## config.mk

```make
export PLATFORM = sky130hd
export DESIGN_NAME = dvga_timing_gen
export DESIGN_NICKNAME = d
export VERILOG_FILES = /design/src/rtl/dvga_timing_gen.sv
export SDC_FILE = /design/constraint.sdc
export NUM_CORES = 1
export LEC_CHECK = 0
export CORE_MARGIN = 2
export CORE_UTILIZATION = 40
export CTS_BUF_LIST = sky130_fd_sc_hd__clkbuf_16
export DETAILED_ROUTE_END_ITERATION = 7
export HOLD_SLACK_MARGIN = 0.02
export PLACE_DENSITY = 0.73
export SETUP_SLACK_MARGIN = 0.4
export SKIP_CTS_REPAIR_TIMING = 1
export SYNTH_ARGS = -nofsm -noshare
export SYNTH_HDL_FRONTEND = slang
export SYNTH_SLANG_ARGS = --single-unit
```

## constraint.sdc

```tcl
create_clock -name clk -period 2.6 [get_ports clk]
set_input_delay 0.39 -clock clk [delete_from_list [all_inputs] [get_ports clk]]
set_output_delay 0.39 -clock clk [all_outputs]
set_load 0.1 [all_outputs]
```

## src/rtl/dvga_timing_gen.sv

```systemverilog
// dvga_timing_gen: free-running video timing (position, syncs, blank, frame/line events)
module dvga_timing_gen #(
    parameter int XCNTW     = 11,
    parameter int YCNTW     = 10,
    parameter int H_ACTIVE  = 640,
    parameter int H_FP      = 16,
    parameter int H_SYNC    = 96,
    parameter int H_BP      = 48,
    parameter int V_ACTIVE  = 480,
    parameter int V_FP      = 10,
    parameter int V_SYNC    = 2,
    parameter int V_BP      = 33,
    parameter int HSYNC_POL = 0,
    parameter int VSYNC_POL = 0
) (
    input  logic             clk,
    input  logic             rst,
    input  logic             en_i,
    input  logic             pixce_i,
    output logic [XCNTW-1:0] xpos_o,
    output logic [YCNTW-1:0] ypos_o,
    output logic             hsync_o,
    output logic             vsync_o,
    output logic             blank_o,
    output logic             sof_o,
    output logic             eol_o,
    output logic             vbl_o,
    output logic [7:0]       frame_cnt_o
);
    localparam int HTOTAL = H_ACTIVE + H_FP + H_SYNC + H_BP;
    localparam int VTOTAL = V_ACTIVE + V_FP + V_SYNC + V_BP;
    localparam logic [XCNTW-1:0] H_LAST  = XCNTW'(HTOTAL - 1);
    localparam logic [XCNTW-1:0] H_ACT   = XCNTW'(H_ACTIVE);
    localparam logic [XCNTW-1:0] H_EOL   = XCNTW'(H_ACTIVE - 1);
    localparam logic [XCNTW-1:0] HS_BEG  = XCNTW'(H_ACTIVE + H_FP);
    localparam logic [XCNTW-1:0] HS_END  = XCNTW'(H_ACTIVE + H_FP + H_SYNC);
    localparam logic [YCNTW-1:0] V_LAST  = YCNTW'(VTOTAL - 1);
    localparam logic [YCNTW-1:0] V_ACT   = YCNTW'(V_ACTIVE);
    localparam logic [YCNTW-1:0] VS_BEG  = YCNTW'(V_ACTIVE + V_FP);
    localparam logic [YCNTW-1:0] VS_END  = YCNTW'(V_ACTIVE + V_FP + V_SYNC);
    localparam logic HS_ON = 1'(HSYNC_POL);
    localparam logic VS_ON = 1'(VSYNC_POL);

    logic [XCNTW-1:0] hcnt_q, hcnt_d, xpos_q, xpos_d;
    logic [YCNTW-1:0] vcnt_q, vcnt_d, ypos_q, ypos_d;
    logic             hsync_q, hsync_d, vsync_q, vsync_d, blank_q, blank_d;
    logic             sof_q, sof_d, eol_q, eol_d, vbl_q, vbl_d;
    logic [7:0]       frame_cnt_q, frame_cnt_d;
    logic             adv, h_wrap, v_wrap, hs_act, vs_act, in_blank;

    always_comb begin
        adv      = en_i && pixce_i;
        h_wrap   = hcnt_q == H_LAST;
        v_wrap   = vcnt_q == V_LAST;
        hs_act   = hcnt_q >= HS_BEG && hcnt_q < HS_END;
        vs_act   = vcnt_q >= VS_BEG && vcnt_q < VS_END;
        in_blank = hcnt_q >= H_ACT || vcnt_q >= V_ACT;
        hcnt_d   = !en_i ? '0 : !pixce_i ? hcnt_q : h_wrap ? '0 : hcnt_q + 1'b1;
        vcnt_d   = !en_i ? '0 : !(pixce_i && h_wrap) ? vcnt_q : v_wrap ? '0 : vcnt_q + 1'b1;
        // Disabled generator parks its outputs at their reset values
        xpos_d   = !en_i ? '0 : adv ? hcnt_q : xpos_q;
        ypos_d   = !en_i ? '0 : adv ? vcnt_q : ypos_q;
        hsync_d  = !en_i ? !HS_ON : adv ? (hs_act ? HS_ON : !HS_ON) : hsync_q;
        vsync_d  = !en_i ? !VS_ON : adv ? (vs_act ? VS_ON : !VS_ON) : vsync_q;
        blank_d  = !en_i ? 1'b1 : adv ? in_blank : blank_q;
        sof_d    = adv && hcnt_q == '0 && vcnt_q == '0;
        eol_d    = adv && hcnt_q == H_EOL && vcnt_q < V_ACT;
        vbl_d    = adv && hcnt_q == '0 && vcnt_q == V_ACT;
        frame_cnt_d = frame_cnt_q + {7'd0, sof_d};
    end

    always_ff @(posedge clk) begin
        if (rst) begin
            hcnt_q      <= '0;
            vcnt_q      <= '0;
            xpos_q      <= '0;
            ypos_q      <= '0;
            hsync_q     <= !HS_ON;
            vsync_q     <= !VS_ON;
            blank_q     <= 1'b1;
            sof_q       <= 1'b0;
            eol_q       <= 1'b0;
            vbl_q       <= 1'b0;
            frame_cnt_q <= '0;
        end else begin
            hcnt_q      <= hcnt_d;
            vcnt_q      <= vcnt_d;
            xpos_q      <= xpos_d;
            ypos_q      <= ypos_d;
            hsync_q     <= hsync_d;
            vsync_q     <= vsync_d;
            blank_q     <= blank_d;
            sof_q       <= sof_d;
            eol_q       <= eol_d;
            vbl_q       <= vbl_d;
            frame_cnt_q <= frame_cnt_d;
        end
    end

    assign xpos_o      = xpos_q;
    assign ypos_o      = ypos_q;
    assign hsync_o     = hsync_q;
    assign vsync_o     = vsync_q;
    assign blank_o     = blank_q;
    assign sof_o       = sof_q;
    assign eol_o       = eol_q;
    assign vbl_o       = vbl_q;
    assign frame_cnt_o = frame_cnt_q;
endmodule

```

==> results.tsv, run 1 <==
stage	metric	value	unit
outcome	status	completed	
hold_path	min_path_type	flip-flop to flip-flop	
grt	grt_first_pass_wirelength	8250	um
clocking	clkLatencyLatePin	290	ps
cells_and_area	fin_nets	309	
clocking	numCtsBuffers	5	
cells_and_area	final_util	0.499	
floorplanning	io_pins	39	
grt	grt_max_degree	30	
setup_path	cp.required	2820	ps
timing	rsz0062_at_grt	no	
clocking	cts_tree	yes	
cells_and_area	ff_latch_area	1120	um^2
clocking	path_clk_slew	70	ps
timing	layout_setup_ws	606	ps
timing	clock_skew	7.90	ps
drt	wl_per_cell	13.1	um
synthesis	synthTopCellsByCount	dfxtp_1, nor2_1, mux2i_1	
placement	gp_congestion	0.821	
clocking	clock_path_buffers	2	
placement	port_buffers	38	
cells_and_area	antenna_cells	0	
grt	antenna_found_initial	0	
timing	period_needed	1990	ps
synthesis	yosysWarnings	0	
setup_path	crit_type	flip-flop to flip-flop	
cells_and_area	multi_input_area	1240	um^2
drt	viasPerCell	5.21	
power_and_ir_drop	vdd_drop_max	349	uV
floorplanning	core	5890	um^2
grt	grt_pass1_vias	1716	
placement	pre_cts_slack	156	ps
synthesis	syn-cell-area	2430	um^2
synthesis	synth_top_cell_area_share	0.460	
drt	postRouteAntennaNets	0	
job	cap_violations	0	
timing	drv_slew	0	
floorplanning	die_y	82.0	um
clocking	cts_sinks	56	
timing	fmax	502	MHz
grt	track_usage	0.160	
setup_path	crit_arrival	2220	ps
synthesis	yosys.area.top_type	dfxtp_1	
timing	fin_crit_sh	0.767	
timing	whs	480	ps
drt	drtIter0Drc	82	
synthesis	synth.most_common_cell	dfxtp_1	
synthesis	synth-seq-area-share	0.460	
timing	worst_slew_pin_slew	401	ps
timing	setup_tns	0	ps
cells_and_area	area_growth	20.7	%
synthesis	netlist_instances	265	
cells_and_area	layout-drive-gt1-share	0.201	
drt	vias	1945	
synthesis	avgSynthCellArea	9.19	um^2
synthesis	synth_ff_type	dfxtp_1	
clocking	h-tree-depth	2	
drt	wirelength	4890	um
setup_path	worst_setup_path_end_kind	flip-flop	
synthesis	yosysUniqueCellTypes	39	
placement	dp_hpwl	3430	um
synthesis	ys_ff_latch	56	
floorplanning	floorplan.rows	28	
drt	drc	0	
power_and_ir_drop	power_density	545	nW/um^2
timing	max-slew-margin-rel	0.732	
grt	grt-ovfl-total	0	
timing	setup-violations-final	0	
cells_and_area	fillerInstances	586	
synthesis	synth_edf_count	0	
synthesis	syn_nets	276	
power_and_ir_drop	p_leak	1.14	nW
floorplanning	die_area	6730	um^2
setup_path	critPathMaxFanout	7	
floorplanning	dieWidth	82.0	um
timing	hold_viol	0	
synthesis	async_flop_share	0	
clocking	root_buffer	clkbuf_16	
synthesis	synthTopCellsByArea	dfxtp_1, mux2i_1, nor2_1, ha_1, xnor2_1	
floorplanning	start_util	0.414	
setup_path	start_kind	flip-flop	
drt	firstDrtPassIters	4	
final cells by class:
class / instances / share of cell area
multi-input cells: 187 / 0.421
flip-flops and latches: 56 / 0.381
repair buffers: 42 / 0.111
clock buffers: 5 / 0.0426
well taps: 75 / 0.0319
inverters: 6 / 0.00766
clock inverters: 2 / 0.00426
layer usage:
metal / wire length, um / global-route usage
met1: 2450 / 0.227
met2: 2080 / 0.227
met3: 293 / 0.0462
met4: 77 / 0.0617
met5: 0 / 0
worst paths after layout:
path	start	end	slack, ps	cells past startpoint
setup / recovery	hcnt_q[0]	vcnt_q[3]	610	6
hold / removal	xpos_o[7]	xpos_o[7]	480	2
setup reg to reg	hcnt_q[0]	vcnt_q[3]	610	6
hold reg to reg	xpos_o[7]	xpos_o[7]	480	2
flip-flops by register name, summed over array words and instances, names as in the netlist:
signal,cells
vcnt_q,10
xpos_o,11
sof_o,1
eol_o,1
ypos_o,10
frame_cnt_o,8
vsync_o,1
vbl_o,1
hcnt_q,11
blank_o,1
hsync_o,1
critical path, stage by stage, from the launching register on:
cell and delay [ps]:
dfxtp_1 450, ha_1 250, and4_1 350, nand3_2 180
buf_4 210, or3_1 340, a21oi_1 140
power by group:
part	internal (W)	switching, W
logic	0.0000282	0.0000622
registers	0.000862	0.00000420
clock network	0.000350	0.000294
total	0.00124	0.000360
through the flow:
stage / area (um^2) / std cells / power, W
after floorplan: 2430 / 265 / 0.000952
after global routing: 2940 / 373 / 0.00166
after detailed placement: 2780 / 366 / 0.000975
after CTS: 2910 / 373 / 0.00162
after global placement: 2780 / 366 / 0.000974
final: 2940 / 373 / 0.00160
cells by family (layout without fill, tap and decap cells):
kind of cell | after synthesis | after routing | share of synthesized area
AOI/OAI and AO/OA | 25 | 25 | 0.0612
xor gates and xnor gates | 18 | 18 | 0.0647
adders and majority gates | 7 | 7 | 0.0360
buffers and inverters | 22 | 55 | 0.0406
DFF | 56 | 56 | 0.460
muxes | 19 | 19 | 0.0781
and+or+nand+nor | 118 | 118 | 0.259
cell usage in the layout, fill, tap and decap left out, types with 2 or more instances in the layout:
cell and n:
ha_1 7, mux2i_1 19, nor3b_4 2, o31ai_1 4
o211ai_1 2, inv_1 5, and3_1 3, xnor2_1 10
clkdlybuf4s50_1 2, nand2b_1 4, and4_1 2, a21oi_1 10
or3_1 4, nor4b_1 2, buf_4 39, nor4_1 3
clkbuf_16 5, nand4_1 4, nand2_1 14, xor2_1 8
nand3_1 15, or4_1 3, dfxtp_1 56, nor2b_1 2
nand3_2 2, nor3_1 6, nor2_1 45, o21ai_0 6
No activity file was read; power rests on OpenSTA's default activity.
==> run 2: changes to the inputs <==
==> constraint.sdc (replaced) <==
create_clock -name clk -period 2.05 [get_ports clk]
set_input_delay 0.3075 -clock clk [delete_from_list [all_inputs] [get_ports clk]]
set_output_delay 0.3075 -clock clk [all_outputs]
set_load 0.1 [all_outputs]
==> results.tsv, run 2 (synthesis results as in run 1) <==
stage	metric	value	unit
outcome	status	completed	
floorplanning	start_util	0.414	
power_and_ir_drop	power_density	619	nW/um^2
clocking	path_clk_slew	70	ps
cells_and_area	final_common_cell	buf_4	
drt	drtIter0Drc	62	
setup_path	start_kind	flip-flop	
cells_and_area	final_util	0.559	
placement	port_buffers	38	
timing	drv_slew	0	
floorplanning	die_y	82.0	um
timing	whs	480	ps
placement	dp_hpwl	3730	um
timing	fin_crit_sh	0.964	
setup_path	crit_type	flip-flop to flip-flop	
cells_and_area	fillerInstances	518	
drt	wirelength	5810	um
setup_path	critPathTopFamily	simple AND/OR/NAND/NOR gates	
grt	grt_first_pass_wirelength	8510	um
clocking	clock_path_buffers	2	
setup_path	critPathBufInv	1	
setup_path	critPathMaxFanout	4	
setup_path	r2r_cells	11	
drt	drc	0	
timing	period_needed	1980	ps
setup_path	reg2reg_setup_slack	70	ps
grt	track_usage	0.166	
setup_path	rr_endpoint	frame_cnt_o[5]	
setup_path	crit_arrival	2160	ps
power_and_ir_drop	p_leak	1.27	nW
cells_and_area	fin_nets	331	
clocking	clkLatencyLatePin	290	ps
timing	worst_slew_pin_slew	389	ps
clocking	h-tree-depth	2	
drt	firstDrtPassIters	4	
setup_path	worst_setup_path_end_kind	flip-flop	
setup_path	crit_path_start	vcnt_q[0]	
drt	vias	2053	
job	cap_violations	0	
placement	gp_congestion	0.802	
grt	grt_max_degree	26	
cells_and_area	final_cell_mix	buf_4, dfxtp_1, nor2_1, mux2i_1, nand2_1	
setup_path	cp_num_cells	11	
floorplanning	io_pins	39	
hold_path	min_path_type	flip-flop to flip-flop	
grt	grt-ovfl-total	0	
drt	postRouteAntennaNets	0	
setup_path	cp_slowest_cell	dfxtp_4	
floorplanning	core	5890	um^2
timing	max-slew-margin-rel	0.738	
timing	fmax	506	MHz
clocking	root_buffer	clkbuf_16	
cells_and_area	area_growth	35.1	%
setup_path	path_cells	inv_6 -> ha_4 -> nand2_1 -> nor3_2 -> nand3_2 -> nor3_2 -> ha_2 -> and3_4 -> nand3_2 -> xor2_1 -> nor2_1	
timing	hold_viol	0	
cells_and_area	antenna_cells	0	
floorplanning	die_area	6730	um^2
grt	antenna_found_initial	0	
clocking	cts_sinks	56	
floorplanning	floorplan.rows	28	
setup_path	r2r-start	vcnt_q[0]	
timing	setup_tns	0	ps
grt	grt_pass1_vias	1763	
clocking	numCtsBuffers	5	
timing	setup-violations-final	0	
setup_path	cp.required	2240	ps
drt	wl_per_cell	14.7	um
clocking	cts_tree	yes	
cells_and_area	layout-drive-gt1-share	0.358	
timing	clock_skew	3.75	ps
floorplanning	dieWidth	82.0	um
setup_path	cp-endpoint	frame_cnt_o[5]	
power_and_ir_drop	vdd_drop_max	464	uV
timing	rsz0062_at_grt	yes	
setup_path	critPathMaxStageDelay	360	ps
drt	viasPerCell	5.18	
## run 2: cell count changes in the layout (fill, tap and decap cells not counted), moves of 3 or more
cell	change
dfxtp_1	-9
nand3_1	-3
ha_1	-5
a21oi_1	-3
nor3_1	-3
dfxtp_4	+3
dfxtp_2	+6
nor3_2	+3
buf_6	+6
a21oi_2	+3
ha_4	+3
buf_4	+15
## run 2: layout make-up
| class | instances | area, um^2 | share of cell area |
|---|---|---|---|
| inverter | 6 | 27.5 | 0.00837 |
| clock inverter | 3 | 11.3 | 0.00342 |
| tap | 75 | 93.8 | 0.0285 |
| multi-input combinational | 187 | 1380 | 0.418 |
| timing repair buffer | 64 | 518 | 0.157 |
| sequential | 56 | 1140 | 0.346 |
| clock buffer | 5 | 125 | 0.0380 |
## run 2: per-stage QoR
| step | instance area, um^2 | std cells | setup slack, ps | power (W) |
|---|---|---|---|---|
| 3_5_place_dp | 2890 | 379 | -175 | 0.00124 |
| 4_1_cts | 3020 | 387 | 2.63 | 0.00204 |
| 2_1_floorplan | 2450 | 265 | 210 | 0.00121 |
| 5_1_grt | 3290 | 396 | -64.5 | 0.00211 |
| 3_3_place_gp | 2890 | 379 | -97.3 | 0.00124 |
| 6_report | 3290 | 396 | 73.2 | 0.00204 |
## run 2: report_power, final
part           total [W]  internal, W  switching, W  leakage (nW)
logic           0.000136    0.0000479     0.0000880         0.742
registers        0.00110      0.00109    0.00000467         0.457
clock network   0.000804     0.000440      0.000364        0.0738
total            0.00204      0.00158      0.000456          1.27
## run 2: metal layers
metal | part of all wire | GRT usage | up-vias
li1 | - | - | 1024
met2 | 0.47 | 0.256 | 52
met4 | 0.012 | 0.0533 | 0
met1 | 0.47 | 0.227 | 972
met3 | 0.054 | 0.0429 | 5
met5 | 0 | 0 | -
## run 2: worst reg2reg max path: stages, from the launching register on
cell	delay (ps)
dfxtp_4	360
inv_6	70
ha_4	130
nand2_1	70
nor3_2	210
nand3_2	140
nor3_2	140
ha_2	230
and3_4	210
nand3_2	80
xor2_1	180
nor2_1	50
## run 2: worst min-delay path by stage
stage	from	endpoint	slack (ps)	cells past startpoint
2_1_floorplan	vcnt_q[1]	vcnt_q[1]	470	2
3_3_place_gp	xpos_o[3]	xpos_o[3]	460	2
3_5_place_dp	xpos_o[3]	xpos_o[3]	470	2
4_1_cts	xpos_o[3]	xpos_o[3]	480	2
5_1_grt	xpos_o[3]	xpos_o[3]	510	2
6_report	xpos_o[3]	xpos_o[3]	480	2
